===== src/rtl/rf_portb_arbiter.sv =====
// rf_portb_arbiter: shares RF port B between the OF op2 read and WB writes.
// WB writes queue in an in-order buffer and drain when the read side allows.
// Build option: define RF_PORTB_FWD_EN to forward buffered data to reads;
// when undefined, reads that hit a buffered write stall until it drains.
// Ports:
//   clk, rst (async, active-high)
//   of_req/of_addr -> of_gnt (comb), of_rvalid/of_rdata (one cycle later)
//   wb_req/wb_addr/wb_data -> wb_ack (comb, accepted into buffer)
//   rf_addr/rf_we/rf_din -> RAM port B, rf_dout <- RAM (1-cycle latency)
module rf_portb_arbiter #(
  parameter int WBUF_DEPTH   = 4,
  parameter int STARVE_LIMIT = 3
) (
  input  logic        clk,
  input  logic        rst,
  input  logic        of_req,
  input  logic [4:0]  of_addr,
  output logic        of_gnt,
  output logic        of_rvalid,
  output logic [31:0] of_rdata,
  input  logic        wb_req,
  input  logic [4:0]  wb_addr,
  input  logic [31:0] wb_data,
  output logic        wb_ack,
  output logic [4:0]  rf_addr,
  output logic        rf_we,
  output logic [31:0] rf_din,
  input  logic [31:0] rf_dout
);

  localparam int PW = $clog2(WBUF_DEPTH);
  localparam int CW = PW + 1;
  localparam int SW = $clog2(STARVE_LIMIT + 1);

  logic [4:0]    baddr [WBUF_DEPTH];
  logic [31:0]   bdata [WBUF_DEPTH];
  logic [PW-1:0] head;
  logic [PW-1:0] tail;
  logic [CW-1:0] count;
  logic [SW-1:0] starve_cnt;

  logic empty;
  logic full;
  logic drain;
  logic push;
  logic stall_hazard;
  logic match_any;
`ifdef RF_PORTB_FWD_EN
  logic [31:0] match_data;
  logic        fwd_hit;
  logic [31:0] fwd_data;
`endif

  assign empty = (count == '0);
  assign full  = (count == CW'(WBUF_DEPTH));

  // Scan oldest to youngest so the last hit is the youngest entry.
  // A grant never coincides with a drain, so the head needs no exclusion.
  always_comb begin
    match_any = 1'b0;
`ifdef RF_PORTB_FWD_EN
    match_data = '0;
`endif
    for (int i = 0; i < WBUF_DEPTH; i++) begin
      if (CW'(i) < count &&
          baddr[head + PW'(i)] == of_addr) begin
        match_any = 1'b1;
`ifdef RF_PORTB_FWD_EN
        match_data = bdata[head + PW'(i)];
`endif
      end
    end
  end

`ifdef RF_PORTB_FWD_EN
  assign stall_hazard = 1'b0;
`else
  assign stall_hazard = of_req && match_any;
`endif

  assign drain = !empty &&
                 (!of_req || full ||
                  starve_cnt == SW'(STARVE_LIMIT) ||
                  stall_hazard);

  assign of_gnt = of_req && !drain;
  // Full plus drain frees a slot in the same cycle.
  assign wb_ack = wb_req && (!full || drain);
  assign push   = wb_ack;

  assign rf_we   = drain;
  assign rf_addr = drain ? baddr[head] : of_addr;
  assign rf_din  = drain ? bdata[head] : '0;

  always_ff @(posedge clk) begin
    if (push) begin
      baddr[tail] <= wb_addr;
      bdata[tail] <= wb_data;
    end
  end

  always_ff @(posedge clk or posedge rst) begin
    if (rst) begin
      head       <= '0;
      tail       <= '0;
      count      <= '0;
      starve_cnt <= '0;
      of_rvalid  <= 1'b0;
    end else begin
      of_rvalid <= of_gnt;
      if (push)
        tail <= tail + 1'b1;
      if (drain)
        head <= head + 1'b1;
      unique case ({push, drain})
        2'b10:   count <= count + 1'b1;
        2'b01:   count <= count - 1'b1;
        default: count <= count;
      endcase
      if (empty || drain)
        starve_cnt <= '0;
      else if (starve_cnt != SW'(STARVE_LIMIT))
        starve_cnt <= starve_cnt + 1'b1;
    end
  end

`ifdef RF_PORTB_FWD_EN
  always_ff @(posedge clk or posedge rst) begin
    if (rst) begin
      fwd_hit  <= 1'b0;
      fwd_data <= '0;
    end else begin
      fwd_hit <= of_gnt && match_any;
      if (of_gnt && match_any)
        fwd_data <= match_data;
    end
  end

  assign of_rdata = fwd_hit ? fwd_data : rf_dout;
`else
  assign of_rdata = rf_dout;
`endif

endmodule


===== config.mk =====
export PLATFORM = sky130hd
export DESIGN_NAME = rf_portb_arbiter
export DESIGN_NICKNAME = d
export VERILOG_FILES = /design/src/rtl/rf_portb_arbiter.sv
export SDC_FILE = /design/constraint.sdc
export NUM_CORES = 1
export LEC_CHECK = 0
export CORE_ASPECT_RATIO = 1.4
export CORE_UTILIZATION = 55
export CTS_BUF_LIST = sky130_fd_sc_hd__clkbuf_2
export DETAILED_ROUTE_END_ITERATION = 6
export GPL_TIMING_DRIVEN = 0
export PLACE_DENSITY = 0.95
export REMOVE_ABC_BUFFERS = 1
export SYNTH_ARGS = -nofsm -noshare
export SYNTH_HDL_FRONTEND = slang
export SYNTH_SLANG_ARGS = --single-unit

===== constraint.sdc =====
create_clock -name clk -period 4.6 [get_ports clk]
set_input_delay 0.92 -clock clk [delete_from_list [all_inputs] [get_ports clk]]
set_output_delay 0.92 -clock clk [all_outputs]
set_load 0.1 [all_outputs]

# --- Yosys cells after proc, flatten, opt, wreduce, memory -nomap -nowiden ---
# Memory sizes are Yosys's and may differ from the RTL's.
# Cells that the tools add are included.
totals:
  regBits: 10
  ramBits: 148
  inputBits: 78
  out_inout_bits: 73
  word_cells: 58
  n_memories: 2
memory_table:
  columns: ["memory", "depth", "width", "read_ports", "rd_clocked_by_memory_dff", "write_ports", "line_no", "rtl"]
  rows:
  - ["bdata", 4, 32, 1, 0, 1, "36", "logic [31:0] bdata [WBUF_DEPTH];"]
  - ["baddr", 4, 5, 4, 0, 1, "35", "logic [4:0] baddr [WBUF_DEPTH];"]
op_classes:
  n_addsub: 7
  magnitude_cmp: 4
  n_eq_ne: 9
  mux: 11
  n_reduce_logical: 20
ops:
  columns: ["op", "n"]
  rows:
  - ["32-bit 2-to-1 mux", 1]
  - ["5-bit equality test", 4]
  - ["1-bit logical AND", 8]
  - ["2-bit by 1-bit adder with 2-bit output (second input constant)", 3]
  - ["1-bit by 3-bit < comparator with 1-bit output (first input constant)", 2]
  - ["2-bit by 3-bit < comparator with 1-bit output (first input constant)", 2]
  - ["1-bit 2-to-1 mux", 6]
  - ["3-bit one-hot mux with 2 select lines", 1]
  - ["1-bit logical OR", 5]
  - ["5-bit 2-to-1 mux", 1]
  - ["2-bit adder (second input constant)", 2]
  - ["2-bit equality test (second input constant)", 2]
  - ["1-bit zero test", 4]
  - ["2-bit 2-to-1 mux", 2]
  - ["2-bit nonzero test", 2]
  - ["3-bit by 1-bit adder with 3-bit output (second input constant)", 1]
  - ["3-bit equality test (second input constant)", 1]
  - ["3-bit zero test", 1]
  - ["3-bit by 1-bit subtractor with 3-bit output (second input constant)", 1]
  - ["2-bit by 1-bit equality test with 1-bit output (second input constant)", 1]
  - ["2-bit != test (second input constant)", 1]

# --- Logic depth before layout (Yosys ltp) ---
# Gate-level depths: netlist (run 1).
# An unclocked memory read counts as a cell.
logic_depth:
  ltp_word: 14
  depth_mapped: 14
  mapped_depth_nobuf: 11

# --- Least setup slack after synthesis (run 1) ---
# No wires, ideal clock.
synth_path:
  path_type: "input -> output"
  start: "input of_addr[2]"
  end: "output rf_din[24]"
  arrival_time_ns: 3.359
  required_ns: 3.680
  slack_ns: 0.321
  stages: 8
  path_buffers: 2
  path_cell_list: "buf_1 -> xnor2_1 -> nor3_1 -> nor2_1 -> o211ai_1 -> o21ai_2 -> buf_2 -> nor2b_1"
synth_via:
  elab_chain_cells: 10
  elab_cells_between_ends: 16
synth_lines:
  columns: ["element", "line_no", "rtl"]
  rows:
  - ["start, declared", "17", "input logic [4:0] of_addr,"]
  - ["5-bit equality test", "66", "baddr[head + PW'(i)] == of_addr) begin"]
  - ["1-bit logical AND", "65", "if (CW'(i) < count &&"]
  - ["1-bit 2-to-1 mux (3 in series)", "65", null]
  - ["1-bit 2-to-1 mux *", "65", null]
  - ["1-bit logical AND *", "78", "assign stall_hazard = of_req && match_any;"]
  - ["1-bit logical OR *", "83", "starve_cnt == SW'(STARVE_LIMIT) ||"]
  - ["1-bit logical AND *", "81", "assign drain = !empty &&"]
  - ["32-bit 2-to-1 mux *", "93", "assign rf_din = drain ? bdata[head] : '0;"]
  - ["end, declared", "27", "output logic [31:0] rf_din,"]
# Mark *: on every way between the ends. The rest lies on a longest branch, timed or not.

# --- Worst setup path after layout (run 1) ---
layout_path:
  start: "register head[1]"
  end: "output rf_din[12]"
layout_via:
  elab_chain_cells: 11
  elab_cells_between_ends: 21
layout_lines:
  columns: ["element", "line_no", "rtl"]
  rows:
  - ["start, declared", "37", "logic [PW-1:0] head;"]
  - ["start signal, assigned", "114", "head <= head + 1'b1;"]
  - ["2-bit by 1-bit adder with 2-bit output or memory 4 x 5 bit (tied branches)", null, null]
  - ["memory 4 x 5 bit or 5-bit equality test (tied branches)", null, null]
  - ["5-bit equality test or 1-bit logical AND (tied branches)", "66, 65", null]
  - ["1-bit logical AND or 1-bit 2-to-1 mux (tied branches)", "65", null]
  - ["1-bit 2-to-1 mux (3 in series)", "65", null]
  - ["1-bit logical AND", "78", null]
  - ["1-bit logical OR", "83", null]
  - ["1-bit logical AND", "81", null]
  - ["32-bit 2-to-1 mux *", "93", null]
# Marks and branches as above.

==> impl_results.md, run 1 <==
* Status: finished, violations left
* Violated checks: design-rule violations
* WS Path Type: register to output port
* Number of DRC markers in iteration 0 at 187
* Asr flop ratio synth at 0.0633
* Compound-cell area share of the yosys netlist at 0.0115
* FF+latch area at 0.00470 mm²
* DR pass1 iterations at 7
* Routed Antenna Nets at 0
* Routed len/inst at 22.1 µm
* Die H at 136 µm
* Most used DFF post-synth: edfxtp_1
* H-tree depth at 4
* DR vias at 3682
* Final setup viols at 0
* Nets@finish at 567
* Root Buffer Master: clkbuf_2
* Fmax at 226 MHz
* Synth Area in Simple Gates at 0.0479
* Largest net degree at the start of global routing at 36
* Die area at 0.0134 mm²
* CTS Buf Count at 17
* CTS tree: yes
* First-pass GRT wire length at 20.7 mm
* Worst R2R Start: head[1]
* Total grt overflow at 0
* XOR/XNOR share of the synthesized area at 0.0370
* Slew Limit Fails at 0
* Proportion of layout cells with a drive suffix above 1 at 0.315
* Port-buffer cells at 86
* Reg2reg path depth at 14
* Clock Latency Late Sink at 0.67 ns
* Final Skew at 0.0431 ns
* Hold slack final at 0.489 ns
* Starting Density at 0.571
* Count leader, synth: edfxtp_1
* Warnings, synthesis at 0
* FP Rows at 48
* Crit end category: output port
* Total track usage at 0.216
* Mux contribution to synthesized area at 0.167
* Class of the tightest hold or removal check: primary input to async pin
* Area delta synth->final at 17.4%
* Arrival time worst endpoint at 3.50 ns
* Fill cell count at 841
* Syn Std Cell Area at 0.00710 mm²
* Slew Limit Headroom at 0.357
* Routed wire length at 14.2 mm
* Library cells used by synthesis at 33
* Post-route insts no fill at 642
* Syn avg cell area at 17.7 µm²
* Clock-pin slew on the worst setup and hold paths at 0.23 ns
* Antenna violations before repair at 0
* IO Pins at 151
* Final worst slack at 0.180 ns
* Largest family of logic cells by synthesized area: multiplexers
* Type of origin of the critical path: register
* Synth top area cells: edfxtp_1, mux4_2, dfrtp_1
* Top post-synthesis cells by count: edfxtp_1, mux4_2, buf_4
* CTS Buffer Depth at 2
* Vias/cell at 5.74
* Core Region at 0.0124 mm²
* #FFs+latches synth at 158
* Max-Cap Viols at 0
* RR Endpoint: count[2]
* Seq/Total Area, Yosys at 0.661
* Area leader, netlist: edfxtp_1
* Yosys top cell area share at 0.626
* Adder-cell share of the synthesized area at 0.0176
* Multi-input logic area at 0.00205 mm²
* Die width at 98.0 µm
* Clock sinks at 158
* Post-synth EDFFs at 148
* Least-Margin Pin Slew at 0.962 ns
* Vias in the first global route at 3802
* Final-report hold violation count at 0
* Placed cell count at 588
* Worst endpoint required time at 3.68 ns
* Post-Place Setup Slack at -0.892 ns
* R2R Setup Slk at 1.63 ns
* Final HPWL DP at 8.72 mm
* Crit-path max FO at 9
* Tcrit/Tclk final at 0.961
* N_diodes at 0
* Post-layout minimum cycle time at 4.42 ns
* Syn Inst Count at 402
* Gpl congestion at 0.780
* DR DRC count at 7
## critical path, cell delays in order, from the launching register on
cell	delay, ns
dfrtp_4	0.57
buf_4	0.17
buf_4	0.18
mux4_2	0.30
xnor2_1	0.19
o2111ai_1	0.16
o22ai_2	0.18
buf_4	0.16
o21ai_4	0.08
buf_12	0.16
nor2b_1	0.14
clkdlybuf4s18_2	0.56
## per-stage QoR
step                setup TNS (ns)  cell area (µm²)   util
finish                           0             8340  0.670
global route               -0.0147             8340  0.670
CTS                              0             8240  0.662
detailed placement          -23.27             7930  0.638
global placement           -138.82             7770  0.625
floorplan                   -55.90             6720      -
## registers in the layout (all words and copies together), names as in the netlist
register / flops
head: 2
bdata: 128
of_rvalid: 1
count: 3
baddr: 20
starve_cnt: 2
tail: 2
## worst max-delay path by stage
stage | endpoint | slack [ns] | startpoint | depth (start not counted)
floorplan | rf_din[0] | -1.40 | head[0] | 7
global placement | rf_addr[2] | -3.57 | head[0] | 8
detailed placement | of_gnt | -0.89 | head[0] | 9
CTS | rf_addr[1] | 0.04 | head[0] | 10
global route | rf_din[12] | -0.004 | head[1] | 11
finish | rf_din[12] | 0.18 | head[1] | 11
## area by class of cell
cell class / count / share of cell area
Tap cell: 150 / 0.0225
Multi-Input combinational cell: 181 / 0.245
Timing Repair Buffer: 112 / 0.134
Clock buffer: 18 / 0.0108
Clock inverter: 14 / 0.0186
Sequential cell: 158 / 0.564
Inverter: 9 / 0.00450
## kinds of logic after synthesis
kind of cell	count (synthesis)
AOI/OAI and AO/OA	11
xor gates and xnor gates	30
adders and majority gates	10
buffers and inverters	65
DFF	158
muxes	69
and+or+nand+nor	59
## metal layers
metal,wire (µm),up-vias,track usage
met3,1280,16,0.0936
met5,31,-,0.0269
li1,-,1664,-
met1,5610,1839,0.260
met2,7100,161,0.346
met4,187,2,0.0774
## cell usage in the layout (no fill, tap or decap), drive strengths merged, types with 5 or more instances in the layout
master         Yosys  layout
and2               5       5
buf               48      58
clkbuf             8      23
clkdlybuf4s50      0      47
clkinv             0       5
dfrtp             10      10
edfxtp           148     148
ha                10      10
inv                9      14
mux2               6       6
mux2i             26      26
mux4              37      37
nor2               7       7
nor2b             32      32
nor3               9       9
o21ai              3       5
xnor2             25      25
xor2               5       5
## what timing repair did
item	4_1_cts	5_1_grt
endpoints found under the setup margin	39	17
resized for setup	218	15
hold buffers	0	0
pin swaps	4	2
buffers inserted	12	7
cloned	1	2
Power of run 1 is left out: the tool's default activity adds up to more than one toggle a clock period on the data nets, which glitch-free logic cannot reach.
==> inputs of run 2 (changes only) <==
--- a/config.mk
+++ b/config.mk
@@ -8,8 +8,10 @@
 export CORE_ASPECT_RATIO = 1.4
 export CORE_UTILIZATION = 55
 export CTS_BUF_LIST = sky130_fd_sc_hd__clkbuf_2
+export CTS_CLUSTER_SIZE = 25
 export DETAILED_ROUTE_END_ITERATION = 6
 export GPL_TIMING_DRIVEN = 0
+export MAX_ROUTING_LAYER = met4
 export PLACE_DENSITY = 0.95
 export REMOVE_ABC_BUFFERS = 1
 export SYNTH_ARGS = -nofsm -noshare
==> impl_results.md, run 2 (synthesis results as in run 1) <==
* CP most frequent cell: buf_4
* Final setup viols at 0 (unchanged)
* Starting Density at 0.571 (unchanged)
* Fill cell count at 850 (+1.1%)
* Area delta synth->final at 16.8%
* Number of flip-flops in the largest register at 128 (unchanged)
* Number of DRC markers in iteration 0 at 217 (+16%)
* CTS Buf Count at 17 (unchanged)
* Unrepaired setup endpoints after global routing: true
* Arrival time worst endpoint at 3.49 ns (about the same)
* First-pass GRT wire length at 20.8 mm (+0.37%)
* H-tree depth at 4 (unchanged)
* Post-placement cell area at 0.00793 mm² (unchanged)
* Tcrit/Tclk final at 0.958 (-0.00254)
* Status: finished, violations left
* Gpl congestion at 0.791 (+1.4%)
* Routed Antenna Nets at 0 (unchanged)
* Setup_tns at 0 ns (unchanged)
* Final HPWL DP at 8.72 mm (unchanged)
* Crit-path max cell delay at 0.55 ns (-0.02 ns)
* Top reg by flops: bdata
* DR pass1 iterations at 6 (-1)
* N_diodes at 0 (unchanged)
* Port-buffer cells at 86 (unchanged)
* CTS tree: yes
* Multi-input logic area at 0.00203 mm² (-0.79%)
* R2R Setup Slk at 1.51 ns (-0.12 ns)
* FP Rows at 48 (unchanged)
* Final Skew at 0.0363 ns (-0.00681 ns)
* Largest net degree at the start of global routing at 36 (unchanged)
* Vias in the first global route at 3778 (-0.63%)
* DR vias at 3648 (-0.92%)
* IO Pins at 151 (unchanged)
* Most common cell after layout, fill and taps aside: edfxtp_1
* Violated checks: design-rule violations
* Crit-path max FO at 35 (+26)
* Die width at 98.0 µm (unchanged)
* Worst path cell trace: buf_12 -> mux2i_2 -> mux2_2 -> xor2_1 -> o2111ai_1 -> o22ai_2 -> buf_4 -> o21ai_4 -> buf_16 -> mux2_4 -> buf_4
* Final-report hold violation count at 0 (unchanged)
* Largest registers: bdata: 128 flops, baddr: 20 flops, count: 3 flops
* Core Region at 0.0124 mm² (unchanged)
* DR DRC count at 8 (+1)
* Die H at 136 µm (unchanged)
* Root Buffer Master: clkbuf_2
* FF+latch area at 0.00470 mm² (unchanged)
* Post-layout minimum cycle time at 4.41 ns (-0.0117 ns)
* Proportion of layout cells with a drive suffix above 1 at 0.307 (-0.00829)
* Vias/cell at 5.71 (-0.46%)
* Routed len/inst at 21.7 µm (-2.1%)
* Most frequent cells in the layout: edfxtp_1, clkdlybuf4s50_1, buf_4, mux4_2, nor2b_1
* Antenna violations before repair at 0 (unchanged)
* CP max stage cell: dfrtp_4
* Routed wire length at 13.8 mm (-2.6%)
* WS Path Type: register to output port
* Final Instance Area at 0.00829 mm² (-0.51%)
* Class of the tightest hold or removal check: primary input to async pin
* Crit end category: output port
* Total grt overflow at 0 (unchanged)
* Die area at 0.0134 mm² (unchanged)
* Slew Limit Fails at 0 (unchanged)
* Fmax at 227 MHz (+0.26%)
* Total track usage at 0.224 (+0.00748)
* Clock Latency Late Sink at 0.66 ns (about the same)
* Type of origin of the critical path: register
* Final worst slack at 0.192 ns (+0.0117 ns)
* Nets@finish at 564 (-0.53%)
* Worst endpoint required time at 3.68 ns (about the same)
* Clock-pin slew on the worst setup and hold paths at 0.23 ns (about the same)
* Slew Limit Headroom at 0.357 (about the same)
* Max-Cap Viols at 0 (unchanged)
* Post-Place Setup Slack at -0.892 ns (unchanged)
* Clock sinks at 158 (unchanged)
* CTS Buffer Depth at 2 (unchanged)
* Least-Margin Pin Slew at 0.961 ns (-0.000377 ns)
run 2: cell types whose count changed in the layout (fill, tap and decap cells not counted), moves of 2 or more:
cell       before  now
buf_2           6    2
clkbuf_4        3    7
mux2i_2         5    3
clkbuf_16       2    0
mux2i_1        21   23
run 2: path summary, 6_finish.rpt:
kind | cells past startpoint | endpoint | start
worst max-delay path | 11 | rf_addr[1] | head[1]
worst min-delay path | 2 | count[1] | rst
worst max register to register | 13 | count[2] | head[1]
worst min register to register | 1 | tail[0] | tail[0]
max in group asynchronous | 2 | tail[0] | rst
min in group clk | 1 | tail[0] | tail[0]
run 2: repair_timing:
item	4_1_cts	5_1_grt
hold buffers	0	0
resized for setup	218	14
setup endpoints to repair	39	17
pin swaps	4	2
buffers inserted	12	6
gates cloned	1	0
run 2: metal layers:
metal,track usage,up-vias,wire length [µm]
li1,-,1649,-
met1,0.260,1847,5410
met2,0.347,140,7000
met3,0.0997,12,1200
met4,0.0774,0,230
met5,-,-,0
run 2: critical path: cells and delay by family (launching register included):
kind	cells	cell delay (ns)
compound gates	3	0.55
xor+xnor	1	0.15
buf+inv	4	0.78
flops	1	0.55
mux	3	0.77
run 2: area by class of cell:
class / count / area share
repair buffers: 110 / 0.132
well taps: 150 / 0.0226
inverters: 9 / 0.00453
clock inverters: 14 / 0.0187
flip-flops and latches: 158 / 0.567
clock buffers: 18 / 0.0109
multi-input cells: 180 / 0.245
run 2: stage by stage:
stage                     utilization  std cells  hold WS (ns)
after global placement          0.625        582         0.506
final                           0.667        639         0.503
after global routing            0.667        639         0.459
after floorplan                     -        346         0.493
after detailed placement        0.638        588         0.534
after CTS                       0.662        633         0.435
Power of run 2 is left out for the same reason.
